--- src/rtl/n64_pi_master.sv ---
// N64 PI cartridge-bus initiator: turns host burst requests into ALE/AD/READ_N/WRITE_N cycles.
// Latency: T_ALE*2 + T_SETUP + T_STROBE to the first word, then T_RECOVER + T_STROBE per word.
// Backpressure: req_ready only in IDLE; write stalls (strobes high) until wr_valid; reads cannot stall.
// Write handshake: wr_data/wr_valid are captured on the edge ending the last SETUP/RECOVER
// cycle, and wr_ready then pulses for one cycle to tell the host to present the next word.
module n64_pi_master #(
  parameter int T_ALE     = 4,
  parameter int T_SETUP   = 8,
  parameter int T_STROBE  = 8,
  parameter int T_RECOVER = 4
) (
  input  logic        clk,
  input  logic        rst_n,
  input  logic        req_valid,
  output logic        req_ready,
  input  logic        req_write,
  input  logic [31:0] req_addr,
  input  logic [7:0]  req_words,
  input  logic [15:0] wr_data,
  input  logic        wr_valid,
  output logic        wr_ready,
  output logic [15:0] rd_data,
  output logic        rd_valid,
  output logic        busy,
  output logic        done,
  output logic [15:0] pi_ad_out,
  output logic        pi_ad_oe,
  input  logic [15:0] pi_ad_in,
  output logic        pi_ale_h,
  output logic        pi_ale_l,
  output logic        pi_read_n,
  output logic        pi_write_n
);

  typedef enum logic [2:0] {
    S_IDLE, S_ADDR_HI, S_ADDR_LO, S_SETUP, S_STROBE, S_RECOVER
  } state_t;

  state_t      state, state_n;
  logic [7:0]  cnt, cnt_n;
  logic [31:0] addr, addr_n;
  logic [8:0]  left, left_n;
  logic        is_write, is_write_n;
  logic        capture, sample, fin;

  logic [15:0] ad_out_n, rd_data_n;
  logic        ad_oe_n, ale_h_n, ale_l_n, read_n_n, write_n_n;

  // Next-state, burst bookkeeping and next values of the registered pins
  always_comb begin
    state_n    = state;
    cnt_n      = (cnt != 8'd0) ? cnt - 8'd1 : cnt;
    addr_n     = addr;
    left_n     = left;
    is_write_n = is_write;
    capture    = 1'b0;
    sample     = 1'b0;
    fin        = 1'b0;

    case (state)
      S_IDLE: begin
        if (req_valid && req_ready) begin
          addr_n     = req_addr & ~32'd1;
          left_n     = {1'b0, req_words} + 9'd1;
          is_write_n = req_write;
          state_n    = S_ADDR_HI;
          cnt_n      = 8'(T_ALE - 1);
        end
      end
      S_ADDR_HI: begin
        if (cnt == 8'd0) begin
          state_n = S_ADDR_LO;
          cnt_n   = 8'(T_ALE - 1);
        end
      end
      S_ADDR_LO: begin
        if (cnt == 8'd0) begin
          state_n = S_SETUP;
          cnt_n   = 8'(T_SETUP - 1);
        end
      end
      S_SETUP: begin
        // a write with no word available parks here with cnt held at 0
        if (cnt == 8'd0 && (!is_write || wr_valid)) begin
          state_n = S_STROBE;
          cnt_n   = 8'(T_STROBE - 1);
          capture = is_write;
        end
      end
      S_STROBE: begin
        if (cnt == 8'd0) begin
          state_n = S_RECOVER;
          cnt_n   = 8'(T_RECOVER - 1);
          sample  = !is_write;
          addr_n  = addr + 32'd2;
          left_n  = left - 9'd1;
        end
      end
      S_RECOVER: begin
        if (cnt == 8'd0) begin
          if (left == 9'd0) begin
            state_n = S_IDLE;
            fin     = 1'b1;
          end else if (addr[8:0] == 9'd0) begin
            // crossed a 512-byte PI block: the cart needs a fresh address
            state_n = S_ADDR_HI;
            cnt_n   = 8'(T_ALE - 1);
          end else if (!is_write || wr_valid) begin
            state_n = S_STROBE;
            cnt_n   = 8'(T_STROBE - 1);
            capture = is_write;
          end
        end
      end
      default: state_n = S_IDLE;
    endcase

    ale_h_n   = (state_n == S_ADDR_HI);
    ale_l_n   = (state_n == S_ADDR_HI) || (state_n == S_ADDR_LO);
    read_n_n  = !((state_n == S_STROBE) && !is_write_n);
    write_n_n = !((state_n == S_STROBE) && is_write_n);
    // AD is only driven for address phases and for the whole data part of a write
    ad_oe_n   = ale_l_n ||
                (is_write_n && ((state_n == S_SETUP) || (state_n == S_STROBE) ||
                                (state_n == S_RECOVER)));

    ad_out_n = pi_ad_out;
    if (state_n == S_IDLE)         ad_out_n = 16'h0000;
    else if (state_n == S_ADDR_HI) ad_out_n = addr_n[31:16];
    else if (state_n == S_ADDR_LO) ad_out_n = addr_n[15:0];
    else if (capture)              ad_out_n = wr_data;

    rd_data_n = sample ? pi_ad_in : rd_data;
  end

  // State, counters and every output pin are registered; reset idles the bus at once
  always_ff @(posedge clk or negedge rst_n) begin
    if (!rst_n) begin
      state      <= S_IDLE;
      cnt        <= 8'd0;
      addr       <= 32'd0;
      left       <= 9'd0;
      is_write   <= 1'b0;
      req_ready  <= 1'b0;
      wr_ready   <= 1'b0;
      rd_data    <= 16'h0000;
      rd_valid   <= 1'b0;
      busy       <= 1'b0;
      done       <= 1'b0;
      pi_ad_out  <= 16'h0000;
      pi_ad_oe   <= 1'b0;
      pi_ale_h   <= 1'b0;
      pi_ale_l   <= 1'b0;
      pi_read_n  <= 1'b1;
      pi_write_n <= 1'b1;
    end else begin
      state      <= state_n;
      cnt        <= cnt_n;
      addr       <= addr_n;
      left       <= left_n;
      is_write   <= is_write_n;
      req_ready  <= (state_n == S_IDLE);
      wr_ready   <= capture;
      rd_data    <= rd_data_n;
      rd_valid   <= sample;
      busy       <= (state_n != S_IDLE);
      done       <= fin;
      pi_ad_out  <= ad_out_n;
      pi_ad_oe   <= ad_oe_n;
      pi_ale_h   <= ale_h_n;
      pi_ale_l   <= ale_l_n;
      pi_read_n  <= read_n_n;
      pi_write_n <= write_n_n;
    end
  end

endmodule

--- config.mk ---
export PLATFORM = sky130hd
export DESIGN_NAME = n64_pi_master
export DESIGN_NICKNAME = d
export VERILOG_FILES = /design/src/rtl/n64_pi_master.sv
export SDC_FILE = /design/constraint.sdc
export NUM_CORES = 1
export LEC_CHECK = 0
export BUFFER_PORTS_ARGS = -buffer_cell sky130_fd_sc_hd__buf_2
export CAP_MARGIN = 20
export CELL_PAD_IN_SITES_DETAIL_PLACEMENT = 1
export CELL_PAD_IN_SITES_GLOBAL_PLACEMENT = 1
export CORE_AREA = 2 2 115 117
export DETAILED_ROUTE_END_ITERATION = 8
export DIE_AREA = 0 0 117 119
export HOLD_SLACK_MARGIN = 0.15
export PLACE_DENSITY = 0.93
export REMOVE_ABC_BUFFERS = 1
export SLEW_MARGIN = 20
export SYNTH_ARGS = -nofsm -noshare
export SYNTH_HDL_FRONTEND = slang
export SYNTH_SLANG_ARGS = --single-unit
--- constraint.sdc ---
create_clock -name clk -period 5.4 [get_ports clk]
set_input_delay 1.08 -clock clk [delete_from_list [all_inputs] [get_ports clk]]
set_output_delay 1.08 -clock clk [all_outputs]
set_load 0.005 [all_outputs]
==> results of run 1 <==
[final cells by class]
| class | instances | area, µm² | share of cell area (%) |
|---|---|---|---|
| Inverter | 15 | 56.3 | 0.854 |
| Antenna cell | 1 | 2.50 | 0.0379 |
| Sequential cell | 95 | 2380 | 36.1 |
| Timing Repair Buffer | 126 | 656 | 9.94 |
| Tap cell | 176 | 220 | 3.34 |
| Clock buffer | 10 | 239 | 3.62 |
| Multi-Input combinational cell | 475 | 2990 | 45.3 |
| Clock inverter | 6 | 51.3 | 0.778 |
[final timing paths]
kind / end / startpoint / slack, ns
worst max register to register: pi_ad_out[8]$_DFFE_PN0P_ / cnt[0]$_DFF_PN0_ / 1.44
min in group asynchronous: pi_ad_out[6]$_DFFE_PN0P_ / rst_n / 0.73
worst min register to register: pi_ad_out[9]$_DFFE_PN0P_ / pi_ad_out[9]$_DFFE_PN0P_ / 0.48
worst min-delay path: pi_ad_out[9]$_DFFE_PN0P_ / pi_ad_out[9]$_DFFE_PN0P_ / 0.48
worst max-delay path: pi_ad_out[8]$_DFFE_PN0P_ / cnt[0]$_DFF_PN0_ / 1.44
max in group asynchronous: left[1]$_DFFE_PN0P_ / rst_n / 3.55
[where the power goes]
part / switching [mW] / internal [mW]
registers: 0.334 / 0.975
clock network: 0.302 / 0.331
logic: 0.971 / 0.591
total: 1.61 / 1.90
[worst reg2reg max path, cell delays in order (launching register included)]
cell	delay, ns
dfrtp_1	0.41
inv_1	0.10
ha_1	0.30
nor4b_4	0.60
nand3_1	0.36
a21bo_1	0.29
a31oi_4	0.52
or2_1	0.55
inv_2	0.26
a221oi_1	0.35
nor2_1	0.09
[state kept, by name (all words and copies together), names as in the netlist]
| name | count |
|---|---|
| addr | 32 |
| busy | 1 |
| cnt | 8 |
| done | 1 |
| is_write | 1 |
| left | 9 |
| pi_ad_oe | 1 |
| pi_ad_out | 16 |
| pi_ale_h | 1 |
| pi_ale_l | 1 |
| pi_read_n | 1 |
| pi_write_n | 1 |
| rd_data | 16 |
| rd_valid | 1 |
| req_ready | 1 |
| state | 3 |
| wr_ready | 1 |
[synthesized netlist by cell type (all sizes together) (3+ instances only)]
cell type	instances
and3	12
o21bai	3
ha	6
o41ai	3
dfrtp	93
a22o	4
o31ai	3
o22a	4
o21ai	46
mux2	20
nand3	30
buf	13
o22ai	25
a221oi	6
and2	8
a22oi	10
xor2	4
nand2b	5
xnor2	5
clkbuf	22
a31oi	10
or3	4
nor2	50
nand4	8
a21o	3
nand2	66
inv	15
a211oi	7
nor3	25
a21oi	44
and4	3
mux2i	16
nor4	10
[logic make-up (layout without fill, tap and decap cells)]
family / Yosys count / in the layout / synth area share (%)
xor+xnor: 9 / 9 / 1.41
flops: 95 / 95 / 42.7
compound gates: 188 / 188 / 22.4
mux: 36 / 36 / 6.92
simple gates: 236 / 236 / 21.4
fa+ha+maj: 6 / 6 / 1.35
buf+inv: 50 / 157 / 3.79
other cells: 0 / 1 / 0
[metal layers]
metal,wire (µm),vias up,global-route usage [%]
met2,9710,310,46.6
met1,7930,2850,37.7
met3,1530,71,5.19
li1,-,2515,-
met5,0,-,0
met4,870,0,14.0
[stage by stage]
step	hold WS, ns	instances	setup slack, ns	util, %
detailed placement	0.471	887	1.65	48.9
finish	0.480	904	1.44	51.2
CTS	0.487	903	1.54	51.1
global route	0.518	904	1.25	51.2
floorplan	0.476	585	2.23	-
global placement	0.465	887	1.76	48.9
==> summary.md, run 1 <==
| Metric | Value |
|---|---|
| Status | finished, final reports clean |
| Fin crit period | 3.96 ns |
| Most frequent cells in the layout | buf_2, dfrtp_1, nand2_1, nor2_1, a21oi_1 |
| CTS Buffer Depth | 2 |
| Largest net degree at the start of global routing | 53 |
| Mapped cell area | 5570 µm² |
| Clk root buf | clkbuf_16 |
| Worst-path clk slew | 0.07 ns |
| Synth Instances | 620 |
| FFs w/ async S/R, synth | 100% |
| Register area share after synthesis | 42.7% |
| P per Cell Area | 531 nW/µm² |
| Largest delay share family, worst path | simple AND/OR/NAND/NOR gates |
| Post-synthesis area per instance | 8.99 µm² |
| Cts repair resizes | 0 |
| Die Wd | 117 µm |
| First-pass GRT wire length | 31400 µm |
| CP bufs+invs | 2 |
| WL/cell | 22.2 µm |
| Crit-path max cell delay | 0.60 ns |
| Leak | 2.97 nW |
| Post-cts hold buffer count | 0 |
| Detailed-route DRC error count | 0 |
| Area of the core | 12900 µm² |
| Crit-path max FO | 15 |
| Die Area | 13900 µm² |
| Starting Density | 43.3% |
| Hold Crit Class | reg2reg |
| RePlAce Congestion | 0.881 |
| Setup Buffers After CTS | 0 |
| Flops & latches, synth | 95 |
| Detailed Route WL | 20000 µm |
| H-tree Lvls | 3 |
| Vias per std cell | 6.36 |
| Crit-path cells | inv_1, ha_1, nor4b_4, nand3_1, a21bo_1, a31oi_4, or2_1, inv_2, a221oi_1, nor2_1 |
| FP Rows | 42 |
| Maximum vdd drop | 336 µV |
| Crit share post-route | 73.3% |
| Overflow after GRT | 0 |
| Power after layout | 3.50 mW |
| Post-Route Setup TNS | 0 ns |
| GRT Total Usage | 29.0% |
| Required time of the critical path | 5.64 ns |
| YS warnings | 0 |
| Setup crit end kind | flip-flop |
| Initial antenna violation count | 1 |
| Main synth FF type | dfrtp_1 |
| Skew-Pair Late Insertion Delay | 0.36 ns |
| Max-slew violations | 0 |
| Final hold vios | 0 |
| TritonCTS clock tree | built |
| Crit path max-delay cell type | nor4b_4 |
| I/O pins | 119 |
| Routed vias | 5746 |
| Most common cell after layout, fill and taps aside | buf_2 |
| Area growth syn-to-layout | 18.3% |
| Max Clock Freq | 253 MHz |
| CP Depth | 10 |
| Max cap viols | 0 |
| IO Port Bufs | 117 |
| Finish-stage setup viols | 0 |
| Post-route ant nets | 0 |
| Cts bufs inserted | 9 |
| Number of flops mapped to enable cells by yosys | 0 |
| Synth area leaders | dfrtp_1, nand2_1, mux2_2 |
| Placed cell areas | 6290 µm² |
| RSZ-0062 raised after global routing | false |
| CP Launch Type | flip-flop |
| Die Y | 119 µm |
| Final #Nets | 805 |
| Final Skew | 0.00740 ns |
| DR pass1 iterations | 5 |
| Crit Path Class | reg2reg |
| Layout cell share with drive strength beyond 1 | 25.4% |
| Initial DRC Count | 547 |
| Max-Slew Margin vs Limit | 46.3% |
| Filler cells | 1529 |
| Tightest Pin Transition | 0.800 ns |
| Crit path DAT | 4.20 ns |
| Largest area contributor in the netlist | dfrtp_1 |
| Design Area, Final | 6600 µm² |
| Post-synthesis cell type count | 76 |
| HPWL after DPL | 13700 µm |
| Hold Path Depth | 2 |
| Yosys top cell area share | 41.8% |
| CTS sink count | 95 |
| R2R depth | 10 |
| Vias in the first global route | 5940 |
Note: power is estimated with default switching activity, not from simulation.
==> run 2: changes to the inputs <==
--- a/config.mk
+++ b/config.mk
@@ -9,11 +9,11 @@
 export CAP_MARGIN = 20
 export CELL_PAD_IN_SITES_DETAIL_PLACEMENT = 1
 export CELL_PAD_IN_SITES_GLOBAL_PLACEMENT = 1
-export CORE_AREA = 2 2 115 117
+export CORE_AREA = 2 2 120 122
 export DETAILED_ROUTE_END_ITERATION = 8
-export DIE_AREA = 0 0 117 119
+export DIE_AREA = 0 0 122 124
 export HOLD_SLACK_MARGIN = 0.15
-export PLACE_DENSITY = 0.93
+export PLACE_DENSITY = 0.87
 export REMOVE_ABC_BUFFERS = 1
 export SLEW_MARGIN = 20
 export SYNTH_ARGS = -nofsm -noshare
==> constraint.sdc (replaced) <==
create_clock -name clk -period 3.9 [get_ports clk]
set_input_delay 0.78 -clock clk [delete_from_list [all_inputs] [get_ports clk]]
set_output_delay 0.78 -clock clk [all_outputs]
set_load 0.005 [all_outputs]
==> summary.md, run 2 (synthesized netlist as in run 1, its figures left out) <==
| Metric | Value |
|---|---|
| CP bufs+invs | 3 |
| Regs by FF count | addr: 32 flops, pi_ad_out: 16 flops, rd_data: 16 flops |
| Design Area, Final | 6720 µm² |
| Net Sw Power | 2.16 mW |
| Crit path DAT | 3.41 ns |
| Area of the core | 13700 µm² |
| Ant. Diodes | 0 |
| Combinational power share | 42.5% |
| Vias per std cell | 6.12 |
| Routed vias | 5609 |
| Setup Buffers After CTS | 0 |
| Cts repair resizes | 0 |
| HPWL after DPL | 13800 µm |
| Die Y | 124 µm |
| Crit-path cells | inv_1, ha_1, nor4b_4, buf_4, nand4_1, buf_4, or3_1, nor3_1, a221oi_1, a221oi_2, nor2_1 |
| Skew-Pair Late Insertion Delay | 0.36 ns |
| Largest net degree at the start of global routing | 79 |
| P per Cell Area | 743 nW/µm² |
| Most common cell after layout, fill and taps aside | buf_2 |
| Post-Route Setup TNS | 0 ns |
| Worst-path clk slew | 0.07 ns |
| First-pass GRT wire length | 30300 µm |
| R2R depth | 11 |
| Final hold vios | 0 |
| Cts bufs inserted | 9 |
| Final #Nets | 814 |
| Largest delay share family, worst path | simple AND/OR/NAND/NOR gates |
| Max-slew violations | 0 |
| Post-route ant nets | 0 |
| Most frequent CP cell | buf_4 |
| Max FFs per register | 32 |
| DR pass1 iterations | 6 |
| IO Port Bufs | 117 |
| CP Depth | 11 |
| Most frequent cells in the layout | buf_2, dfrtp_1, nand2_1, nor2_1, a21oi_1 |
| Switching Share | 43.3% |
| TritonCTS clock tree | built |
| Die Area | 15100 µm² |
| Crit share post-route | 81.2% |
| Hold Crit Class | reg2reg |
| Post-cts hold buffer count | 0 |
| Status | finished, final reports clean |
| Area growth syn-to-layout | 20.6% |
| Initial DRC Count | 388 |
| CP Launch Type | flip-flop |
| Internal power component | 2.83 mW |
| Sequential power share | 36.2% |
| Max cap viols | 0 |
| Leak | 3.05 nW |
| Fin crit period | 3.16 ns |
| Reg with most FFs | addr |
| H-tree Lvls | 3 |
| CTS sink count | 95 |
| Clock network power share | 21.3% |
| Detailed-route DRC error count | 0 |
| Clk root buf | clkbuf_16 |
| Die Wd | 122 µm |
| Final Skew | 0.00736 ns |
| Overflow after GRT | 0 |
| Crit-path max FO | 11 |
| Setup crit end kind | flip-flop |
| Initial antenna violation count | 0 |
| RePlAce Congestion | 0.894 |
| Starting Density | 40.6% |
| Detailed Route WL | 19200 µm |
| WL/cell | 21.0 µm |
| Required time of the critical path | 4.15 ns |
| Maximum vdd drop | 285 µV |
| GRT Total Usage | 26.2% |
| Crit Path Class | reg2reg |
| Crit-path max cell delay | 0.42 ns |
| Max-Slew Margin vs Limit | 31.1% |
| Max Clock Freq | 316 MHz |
| CTS Buffer Depth | 2 |
| Placed cell areas | 6370 µm² |
| RSZ-0062 raised after global routing | false |
| Hold Path Depth | 2 |
| Crit path max-delay cell type | dfrtp_1 |
| Tightest Pin Transition | 1.03 ns |
| Vias in the first global route | 5838 |
| Finish-stage setup viols | 0 |
| I/O pins | 119 |
| Layout cell share with drive strength beyond 1 | 26.4% |
| FP Rows | 43 |
[run 2: stage by stage]
step	utilization (%)	std cells	setup slack, ns	hold WS, ns	power, mW
floorplan	-	585	0.732	0.476	3.07
global placement	46.4	900	0.916	0.469	3.73
detailed placement	46.4	900	0.822	0.482	3.87
CTS	49.0	916	0.772	0.498	4.98
global route	49.0	916	0.580	0.526	5.31
finish	49.0	916	0.735	0.488	4.99
[run 2: per-layer routing]
layer  wire length, µm  track usage, %  vias up  share of wire (%)
li1                  -               -     2527                  -
met1              7950            32.5     2782                 41
met2              9260            43.8      236                 48
met3              1200            3.85       64                6.2
met4               798            14.7        0                4.2
met5                 0               0        -                  0
[run 2: worst min-delay path: stages (launching register included)]
cell and delay, ns:
dfrtp_1 0.34, nand2_1 0.05, o21ai_1 0.06
[run 2: path summary, 6_finish.rpt]
check                                    startpoint                   endpoint  slack (ns)
setup / recovery                   cnt[0]$_DFF_PN0_  pi_ad_out[13]$_DFFE_PN0P_        0.74
hold / removal             pi_ad_out[9]$_DFFE_PN0P_   pi_ad_out[9]$_DFFE_PN0P_        0.49
setup reg to reg                   cnt[0]$_DFF_PN0_  pi_ad_out[13]$_DFFE_PN0P_        0.74
hold reg to reg            pi_ad_out[9]$_DFFE_PN0P_   pi_ad_out[9]$_DFFE_PN0P_        0.49
max in group asynchronous                     rst_n   pi_ad_out[1]$_DFFE_PN0P_        2.57
min in group asynchronous                     rst_n   pi_ad_out[9]$_DFFE_PN0P_        0.58
[run 2: area by class of cell]
| cell class | count | area [µm²] |
|---|---|---|
| repair buffers | 135 | 723 |
| inverters | 15 | 56.3 |
| fillers | 1646 | 7000 |
| multi-input cells | 475 | 2980 |
| clock inverters | 7 | 128 |
| flip-flops and latches | 95 | 2380 |
| clock buffers | 9 | 225 |
| well taps | 180 | 225 |
[run 2: power by group through the flow]
| stage | registers (mW) | logic (mW) | clock network (mW) |
|---|---|---|---|
| floorplan | 1.69 | 1.37 | 0 |
| global placement | 1.76 | 1.98 | 0 |
| detailed placement | 1.80 | 2.08 | 0 |
| CTS | 1.79 | 2.11 | 1.08 |
| global route | 1.86 | 2.33 | 1.12 |
| finish | 1.81 | 2.12 | 1.06 |
